==> src/rtl/if_id_stage.sv <==
// Fetch PC plus IF/ID register; the instruction at pc=A appears on ifid_instr one edge later.
// Backpressure: pc_write/ifid_write hold PC and IF/ID independently; branch_taken flushes and beats both.
module if_id_stage #(
  parameter int PC_W     = 16,
  parameter int INSTR_W  = 16,
  parameter int RESET_PC = 0,
  parameter int NOP      = 0,
  parameter int CNT_W    = 16
) (
  input  logic               clk,
  input  logic               rst,
  input  logic               pc_write,
  input  logic               ifid_write,
  input  logic               branch_taken,
  input  logic [PC_W-1:0]    branch_target,
  output logic [PC_W-1:0]    imem_addr,
  input  logic [INSTR_W-1:0] imem_rdata,
  output logic [PC_W-1:0]    pc,
  output logic [INSTR_W-1:0] ifid_instr,
  output logic [PC_W-1:0]    ifid_pc1,
  output logic               ifid_valid,
  output logic [CNT_W-1:0]   stall_cnt
);

  logic [PC_W-1:0] pcPlus1;
  logic            cntSat;

  assign imem_addr = pc;
  assign pcPlus1   = pc + PC_W'(1);
  assign cntSat    = &stall_cnt;

  always_ff @(posedge clk or posedge rst) begin
    if (rst) begin
      pc         <= PC_W'(RESET_PC);
      ifid_instr <= INSTR_W'(NOP);
      ifid_pc1   <= '0;
      ifid_valid <= 1'b0;
      stall_cnt  <= '0;
    end else if (branch_taken) begin
      // Flush: the wrong-path fetch becomes a bubble; ifid_pc1 is left as-is.
      pc         <= branch_target;
      ifid_instr <= INSTR_W'(NOP);
      ifid_valid <= 1'b0;
    end else begin
      if (pc_write) begin
        pc <= pcPlus1;
      end else if (!cntSat) begin
        stall_cnt <= stall_cnt + CNT_W'(1);
      end
      if (ifid_write) begin
        ifid_instr <= imem_rdata;
        ifid_pc1   <= pcPlus1;
        ifid_valid <= 1'b1;
      end
    end
  end

endmodule

==> config.mk <==
export PLATFORM = sky130hd
export DESIGN_NAME = if_id_stage
export DESIGN_NICKNAME = d
export VERILOG_FILES = /design/src/rtl/if_id_stage.sv
export SDC_FILE = /design/constraint.sdc
export NUM_CORES = 1
export LEC_CHECK = 0
export BUFFER_PORTS_ARGS = -buffer_cell sky130_fd_sc_hd__buf_2
export CORE_ASPECT_RATIO = 1.4
export CORE_MARGIN = 3
export CORE_UTILIZATION = 35
export DETAILED_ROUTE_END_ITERATION = 7
export GPL_TIMING_DRIVEN = 0
export PLACE_DENSITY = 0.66
export SLEW_MARGIN = 10
export SYNTH_ARGS = -nofsm -noshare
export SYNTH_HDL_FRONTEND = slang
export SYNTH_SLANG_ARGS = --single-unit
==> constraint.sdc <==
create_clock -name clk -period 2.7 [get_ports clk]
set_input_delay 0.54 -clock clk [delete_from_list [all_inputs] [get_ports clk]]
set_output_delay 0.54 -clock clk [all_outputs]
set_load 0.05 [all_outputs]
==> flow_metrics.env, run 1 <==
export IMPL_status="completed"
export IMPL_cp_max_fo=6
export IMPL_pre_cts_ws_ps=499
export IMPL_ant_nets=0
export IMPL_layout_drive_gt1_share_pct=34.3
export IMPL_fin_setup_tns_ps=0
export IMPL_worst_slack_ps=570
export IMPL_io_pins=118
export IMPL_fmax_mhz=470
export IMPL_insertion_delay_ps=330
export IMPL_critPathKind="reg2reg"
export IMPL_p_switching_w=0.00133
export IMPL_wl_um=8520
export IMPL_cp_start_kind="flip-flop"
export IMPL_cp_depth=5
export IMPL_grt_pass1_wl_um=13800
export IMPL_finalNetCount=501
export IMPL_final_cell_mix="buf_2 (117), dfrtp_1 (65), nand2_1 (37)"
export IMPL_gp_congestion=0.872
export IMPL_p_comb_share_pct=32.2
export IMPL_grtUsageTotal_pct=16.8
export IMPL_port_buffers=115
export IMPL_async_reset_ff_share_pct=100
export IMPL_p_clk_share_pct=30.6
export IMPL_hold_ws_ps=371
export IMPL_crit_path_max_incr_delay_ps=640
export IMPL_drt_iter0_markers=116
export IMPL_die_area_um2=10700
export IMPL_place_hpwl_um=6400
export IMPL_crit_slowest_cell="nor4_2"
export IMPL_power_leakage_nw=2.11
export IMPL_syn_to_final_growth_pct=29.1
export IMPL_synth_compound_area_share_pct=6.77
export IMPL_syn_cell_area_um2=3320
export IMPL_antenna_found_initial=2
export IMPL_crit_buf_inv=0
export IMPL_period_minus_slack_ps=2130
export IMPL_wl_per_cell_um=14.9
export IMPL_finalClockSkew_ps=8.76
export IMPL_htreeDepth=3
export IMPL_syn_inst=336
export IMPL_rrSetupSlack_ps=570
export IMPL_finalHoldViolCount=0
export IMPL_post_route_drc_count=0
export IMPL_clockBufferDepth=2
export IMPL_synthAdderAreaFrac_pct=0.753
export IMPL_synth_area_leaders="dfrtp_1 (49%), mux2i_1 (5.7%), xnor2_1 (5.5%), buf_4 (4.7%), o21ai_0 (4.7%)"
export IMPL_via_per_inst=5.00
export IMPL_synthMuxAreaShare_pct=6.74
export IMPL_power_w=0.00332
export IMPL_hp_class="in2async"
export IMPL_path_clk_slew_ps=50
export IMPL_finalCritPeriodShare_pct=78.9
export IMPL_ctsHoldBuffers=0
export IMPL_cts_root_buf="clkbuf_16"
export IMPL_r2r_start="stall_cnt[0]"
export IMPL_seq_power_share_pct=37.2
export IMPL_grt_start_max_net_pins=66
export IMPL_intPower_w=0.00199
export IMPL_rsz0062_at_grt="no"
export IMPL_initial_core_util_pct=36.4
export IMPL_crit_path_cell_trace="ha_1 > nand3_1 > nor4_2 > nor2_1 > mux2_2"
export IMPL_diodes=0
export IMPL_relSlewSlack_pct=46.1
export IMPL_synth_xor_area_share_pct=9.48
export IMPL_ys_types=39
export IMPL_ctsResizeCount=0
export IMPL_synthFlopType="dfrtp_1"
export IMPL_synth_area_per_cell_um2=9.89
export IMPL_num_vias=2866
export IMPL_rr_endpoint="stall_cnt[1]"
export IMPL_tightest_slew_ps=808
export IMPL_crit_required_ps=2920
export IMPL_yosysWarnings=0
export IMPL_core_area_um2=9130
export IMPL_p_sw_share_pct=40.1
export IMPL_final_max_slew_viol_count=0
export IMPL_crit_path_end="stall_cnt[1]"
export IMPL_critical_path_arrival_ps=2350
export IMPL_grt_pass1_vias=2870
export IMPL_rr_worst_depth=5
export IMPL_cts_tree="built"
export IMPL_row_count=41
export IMPL_seq_area_frac_synth_pct=48.9
export IMPL_die_x_um=88.4
export IMPL_final_area_um2=4290
export IMPL_final_common_cell="buf_2"
export IMPL_synth_edf_count=0
export IMPL_numClockSinks=65
export IMPL_cts_setup_buffers=0
export IMPL_placed_cell_area_um2=4040
export IMPL_die_h_um=121
export IMPL_cp_end_kind="flip-flop"
export IMPL_syn_num_nets=375
export IMPL_synth_top_area_share_pct=48.9
export IMPL_max_vdd_ir_drop_mv=0.612
export IMPL_crit_family="simple AND/OR/NAND/NOR gates"
export IMPL_yosysTopAreaCell="dfrtp_1"
export IMPL_p_per_area_nw_per_um2=774
export IMPL_grt_overflow=0
export IMPL_yosys_area_share_simple_pct=20.2
export IMPL_drt_first_pass_iters=4
export IMPL_setup_viol=0
export IMPL_synth_top_family_by_area="simple AND/OR/NAND/NOR gates"
export IMPL_cts_buffers=9
export IMPL_ys_ff_latch=65
export IMPL_critPathLaunch="stall_cnt[0]"
export IMPL_drv_cap=0
[cells in the mapped netlist, types with 3 or more instances]
library cell  count
buf_4            21
nor3_1           11
mux2i_1          19
nor4_1            8
o21ai_0          31
xnor2_1          21
inv_1             7
and3_1            3
xor2_1           15
and4_1            4
nand2_1          37
dfrtp_1          65
nand4_1          12
mux2_2            3
a31oi_1           3
clkbuf_1         10
nand3_1          11
nor2_1           29
[cells by family (layout without fill, tap and decap cells)]
kind of cell / count (synthesis) / in the layout
AO/OA/AOI/OAI: 41 / 41
XOR/XNOR: 36 / 36
adder cells (fa/ha/maj): 2 / 2
buffers and inverters: 41 / 171
flip-flops: 65 / 65
multiplexers: 22 / 22
AND/OR/NAND/NOR: 129 / 129
[area by class of cell]
class | instances | area, um^2
Buffer | 34 | 209
Clock buffer | 12 | 236
Clock inverter | 3 | 18.8
Fill cell | 904 | 4840
Inverter | 7 | 28.8
Multi-Input combinational cell | 230 | 1460
Sequential cell | 65 | 1630
Tap cell | 107 | 134
Timing Repair Buffer | 115 | 576
[worst min path at each step]
stage / start / to / slack [ps]
final: rst / ifid_instr[14] / 370
after floorplan: branch_target[14] / imem_addr[14] / 660
after global placement: ifid_pc1[0] / ifid_pc1[0] / 460
after global routing: branch_target[10] / imem_addr[10] / 410
after detailed placement: ifid_pc1[8] / ifid_pc1[8] / 470
after CTS: rst / ifid_instr[14] / 400
[stage by stage]
| stage | utilization [%] | std cells |
|---|---|---|
| after floorplan | - | 336 |
| after global placement | 44.2 | 558 |
| after detailed placement | 44.2 | 558 |
| after CTS | 47.0 | 573 |
| after global routing | 47.0 | 573 |
| final | 47.0 | 573 |
[flip-flops by register name (all words and copies together) (netlist names)]
signal,cells
ifid_instr,16
ifid_pc1,16
imem_addr,16
stall_cnt,16
ifid_valid,1
[per-layer routing]
layer,GRT usage [%],wire [um],vias to the layer above
met5,0,21,-
met4,6.99,204,4
met3,6.05,527,20
met2,29.4,4500,81
met1,17.9,3270,1362
li1,-,-,1399
[worst reg2reg max path, stage by stage (launching register included)]
cell and delay (ps):
dfrtp_1 420, ha_1 240, nand3_1 220, nor4_2 640, nor2_1 190, mux2_2 310
[power groups by stage]
stage | clock network (W) | logic [W] | registers [W]
detailed placement | 0 | 0.00108 | 0.00125
global placement | 0 | 0.00106 | 0.00124
global route | 0.00108 | 0.00114 | 0.00126
CTS | 0.00104 | 0.00108 | 0.00124
floorplan | 0 | 0.000387 | 0.00167
finish | 0.00102 | 0.00107 | 0.00124
Note: power is estimated with default switching activity, not from simulation.
==> run 2, diff against run 1 <==
- clock period: 2.7 -> 2.1 ns (I/O delays scaled with it)
==> run 2 against run 1 <==
  * Power is 37% higher
  * Register-to-register slack worse by 370 ps
  * First-iteration DRC count decreased by 21%
  * Routed wire length rose by 0.73%
  * Non-clock buffer count rose by 3
  * Via count decreased by 1.6%
  * Largest power group unchanged
  * Utilization up 1.2 points
  * Clock power up 54%
==> flow_metrics.env, run 2 (synthesis results as in run 1) <==
export IMPL_status="completed"
export IMPL_crit_required_ps=2360
export IMPL_path_clk_slew_ps=60
export IMPL_hp_class="in2async"
export IMPL_drv_cap=0
export IMPL_nFillCells=899
export IMPL_final_area_um2=4400
export IMPL_diodes=0
export IMPL_via_per_inst=4.89
export IMPL_ff_latch_area_um2=1630
export IMPL_drt_iter0_markers=92
export IMPL_cts_root_buf="clkbuf_16"
export IMPL_intPower_w=0.00279
export IMPL_final_common_cell="buf_2"
export IMPL_die_h_um=121
export IMPL_grt_pass1_wl_um=13800
export IMPL_htreeDepth=3
export IMPL_grt_pass1_vias=2793
export IMPL_num_vias=2819
export IMPL_p_comb_share_pct=30.4
export IMPL_clockBufferDepth=2
export IMPL_layout_drive_gt1_share_pct=35.7
export IMPL_rsz0062_at_grt="no"
export IMPL_post_route_drc_count=0
export IMPL_antenna_found_initial=0
export IMPL_port_buffers=115
export IMPL_initial_core_util_pct=36.4
export IMPL_row_count=41
export IMPL_place_hpwl_um=6490
export IMPL_p_sw_share_pct=38.5
export IMPL_hold_ws_ps=193
export IMPL_cts_buffers=9
export IMPL_max_vdd_ir_drop_mv=0.718
export IMPL_p_clk_share_pct=34.7
export IMPL_relSlewSlack_pct=51.8
export IMPL_core_area_um2=9130
export IMPL_final_max_slew_viol_count=0
export IMPL_drt_first_pass_iters=4
export IMPL_cp_start_kind="flip-flop"
export IMPL_critPathKind="reg2reg"
export IMPL_grt_overflow=0
export IMPL_p_per_area_nw_per_um2=1030
export IMPL_fmax_mhz=526
export IMPL_grtUsageTotal_pct=16.8
export IMPL_wl_per_cell_um=14.9
export IMPL_finalNetCount=504
export IMPL_tightest_slew_ps=722
export IMPL_final_cell_mix="buf_2 (117), dfrtp_1 (64), nand2_1 (37)"
export IMPL_finalCritPeriodShare_pct=90.6
export IMPL_gp_congestion=0.876
export IMPL_finalHoldViolCount=0
export IMPL_ant_nets=0
export IMPL_power_w=0.00454
export IMPL_die_area_um2=10700
export IMPL_period_minus_slack_ps=1900
export IMPL_critical_path_arrival_ps=2160
export IMPL_grt_start_max_net_pins=34
export IMPL_power_leakage_nw=2.16
export IMPL_setup_viol=0
export IMPL_io_pins=118
export IMPL_numClockSinks=65
export IMPL_cp_end_kind="flip-flop"
export IMPL_p_switching_w=0.00175
export IMPL_seq_power_share_pct=34.9
export IMPL_finalClockSkew_ps=3.54
export IMPL_wl_um=8580
export IMPL_syn_to_final_growth_pct=32.3
export IMPL_cts_tree="built"
export IMPL_cp_max_fo=8
export IMPL_insertion_delay_ps=330
export IMPL_die_x_um=88.4
export IMPL_multiInputGateArea_um2=1470
export IMPL_placed_cell_area_um2=4060
run 2: changes by cell type in the layout (fill, tap and decap cells not counted), moves of 2 or more:
cell        change
buf_4           +2
clkbuf_1        -3
clkbuf_8        +3
clkinvlp_4      +3
run 2: what timing repair did:
item / 4_1_cts / 5_1_grt
buffers inserted: 0 / 2
resized for setup: 0 / 1
hold buffers: 0 / 0
setup endpoints to repair: 0 / 7
run 2: layer usage:
layer | vias up | global-route usage (%) | part of all wire, %
li1 | 1406 | - | -
met1 | 1309 | 18.7 | 40
met2 | 90 | 29.0 | 52
met3 | 14 | 5.03 | 6.0
met4 | 0 | 7.28 | 2.3
met5 | - | 0 | 0
run 2: power by group through the flow:
stage          combinational [W]  clock [W]  sequential (W)
6_report                 0.00138    0.00157         0.00159
5_1_grt                  0.00147    0.00166         0.00162
4_1_cts                  0.00139    0.00160         0.00159
3_5_place_dp             0.00139          0         0.00161
3_3_place_gp             0.00137          0         0.00160
2_1_floorplan           0.000498          0         0.00215
run 2: path summary, 6_finish.rpt:
path | start | to | slack [ps] | cells past startpoint
worst max-delay path | imem_addr[4] | imem_addr[15] | 200 | 4
worst min-delay path | rst | ifid_instr[10] | 190 | 2
worst max register to register | imem_addr[4] | imem_addr[15] | 200 | 4
worst min register to register | ifid_pc1[6] | ifid_pc1[6] | 470 | 2
max in group asynchronous | rst | imem_addr[13] | 1310 | 3
min in group clk | branch_target[2] | imem_addr[2] | 300 | 3
run 2: final cells by class:
cell class / count / share of cell area (%)
Buffer: 34 / 4.75
Clock buffer: 12 / 6.06
Clock inverter: 4 / 1.14
Inverter: 7 / 0.683
Multi-Input combinational cell: 230 / 33.4
Sequential cell: 65 / 37.0
Tap cell: 107 / 3.04
Timing Repair Buffer: 118 / 13.9
run 2: worst max-delay path, cell delays in order, from the launching register on:
cell,delay (ps)
dfrtp_1,550
nand2_2,190
or4_1,590
or3_1,330
a31oi_1,160
run 2: metrics by stage:
step / TNS [ps] / setup WS [ps] / instances / util, %
final: 0 / 198 / 577 / 48.2
after global routing: 0 / 38.9 / 577 / 48.2
after CTS: 0 / 24.3 / 575 / 47.9
after detailed placement: 0 / 29.8 / 559 / 44.5
after global placement: 0 / 59.7 / 558 / 44.2
after floorplan: -15.6 / -15.6 / 336 / -
==> run 3, diff against run 2 <==
- CTS_BUF_LIST: not set -> sky130_fd_sc_hd__clkbuf_8
==> run 3 against run 2 <==
  * Combinational power hardly changed
  * Non-clock buffer count shrank 2
  * Sequential power hardly changed
  * Worst hold slack got worse by 27 ps
  * Largest power group unchanged
==> flow_metrics.env, run 3 (synthesis results as in run 1) <==
export IMPL_status="completed"
export IMPL_cp_start_kind="flip-flop"
export IMPL_post_route_drc_count=0
export IMPL_cts_tree="built"
export IMPL_finalHoldViolCount=0
export IMPL_grt_overflow=0
export IMPL_cp_max_fo=8
export IMPL_max_vdd_ir_drop_mv=0.690
export IMPL_nFillCells=900
export IMPL_path_clk_slew_ps=70
export IMPL_power_w=0.00412
export IMPL_die_area_um2=10700
export IMPL_ant_nets=0
export IMPL_rsz0062_at_grt="yes"
export IMPL_via_per_inst=4.93
export IMPL_wl_per_cell_um=14.8
export IMPL_finalClockSkew_ps=7.05
export IMPL_tightest_slew_ps=726
export IMPL_utilization_pct=46.9
export IMPL_drt_first_pass_iters=4
export IMPL_final_cell_mix="buf_2 (117), dfrtp_1 (64), nand2_1 (37)"
export IMPL_row_count=41
export IMPL_crit_path_max_incr_delay_ps=480
export IMPL_cts_buffers=9
export IMPL_cts_root_buf="clkbuf_8"
export IMPL_syn_to_final_growth_pct=28.8
export IMPL_crit_slowest_cell="dfrtp_1"
export IMPL_grtUsageTotal_pct=16.7
export IMPL_hp_class="in2async"
export IMPL_cts_setup_buffers=0
export IMPL_drv_cap=0
export IMPL_crit_required_ps=2320
export IMPL_setup_viol=0
export IMPL_final_max_slew_viol_count=0
export IMPL_finalNetCount=502
export IMPL_core_area_um2=9130
export IMPL_insertion_delay_ps=360
export IMPL_cp_end_kind="flip-flop"
export IMPL_layout_drive_gt1_share_pct=35.5
export IMPL_numClockSinks=65
export IMPL_initial_core_util_pct=36.4
export IMPL_worst_slack_ps=133
export IMPL_hold_ws_ps=166
export IMPL_critPathKind="reg2reg"
export IMPL_place_hpwl_um=6490
export IMPL_fmax_mhz=508
export IMPL_cp_depth=5
export IMPL_rr_worst_depth=5
export IMPL_drt_iter0_markers=119
export IMPL_grt_pass1_vias=2796
export IMPL_io_pins=118
export IMPL_p_per_area_nw_per_um2=961
export IMPL_pre_cts_ws_ps=29.8
export IMPL_num_vias=2836
export IMPL_crit_buf_inv=0
export IMPL_finalCritPeriodShare_pct=93.7
export IMPL_grt_pass1_wl_um=13700
export IMPL_relSlewSlack_pct=51.5
export IMPL_rrSetupSlack_ps=130
export IMPL_power_leakage_nw=2.11
export IMPL_crit_family="simple AND/OR/NAND/NOR gates"
export IMPL_gp_congestion=0.876
export IMPL_critical_path_arrival_ps=2180
export IMPL_diodes=0
export IMPL_final_common_cell="buf_2"
export IMPL_die_x_um=88.4
export IMPL_port_buffers=115
export IMPL_wl_um=8500
export IMPL_crit_path_cell_trace="ha_1 > nand4_1 > nor4_1 > xnor2_1 > o21ai_0"
export IMPL_clockBufferDepth=2
export IMPL_htreeDepth=3
export IMPL_die_h_um=121
export IMPL_period_minus_slack_ps=1970
export IMPL_grt_start_max_net_pins=34
export IMPL_antenna_found_initial=0
[run 3: changes by cell type in the layout (fill, tap and decap cells not counted)]
cell / change
clkbuf_8: +9
buf_4: -2
clkbuf_16: -9
[run 3: path summary, 6_finish.rpt]
| check | startpoint | endpoint |
|---|---|---|
| min reg2reg | ifid_pc1[11] | ifid_pc1[11] |
| min | rst | ifid_instr[10] |
| max in group asynchronous | rst | ifid_pc1[13] |
| min in group clk | branch_target[8] | imem_addr[8] |
| max reg2reg | imem_addr[0] | ifid_pc1[12] |
| max | imem_addr[0] | ifid_pc1[12] |
[run 3: what timing repair did]
item | 4_1_cts | 5_1_grt
hold buffers | 0 | 0
setup endpoints to repair | 0 | 5
gates resized for setup | 0 | 1
[run 3: area by class of cell]
| cell class | count | area [um^2] | share of cell area (%) |
|---|---|---|---|
| Buffer | 34 | 209 | 4.88 |
| Multi-Input combinational cell | 230 | 1470 | 34.4 |
| Inverter | 7 | 30.0 | 0.701 |
| Sequential cell | 65 | 1630 | 38.0 |
| Clock inverter | 4 | 50.0 | 1.17 |
| Tap cell | 107 | 134 | 3.13 |
| Timing Repair Buffer | 116 | 596 | 13.9 |
| Clock buffer | 12 | 165 | 3.86 |
[run 3: per-layer routing]
layer / GRT usage, % / wire length (um)
met1: 18.4 / 3380
met2: 29.3 / 4530
met3: 5.23 / 472
met4: 6.05 / 114
met5: 0 / 0
[run 3: per-stage QoR]
stage / cells / area (um^2) / setup TNS (ps)
final: 575 / 4280 / 0
after global routing: 575 / 4280 / -108
after CTS: 575 / 4270 / 0
after detailed placement: 559 / 4060 / 0
after global placement: 558 / 4040 / 0
after floorplan: 336 / 3330 / -15.6
[run 3: power by group]
| group | total, W | switching, W | internal (W) |
|---|---|---|---|
| registers | 0.00158 | 0.000172 | 0.00141 |
| logic | 0.00138 | 0.00102 | 0.000361 |
| clock network | 0.00115 | 0.000511 | 0.000643 |
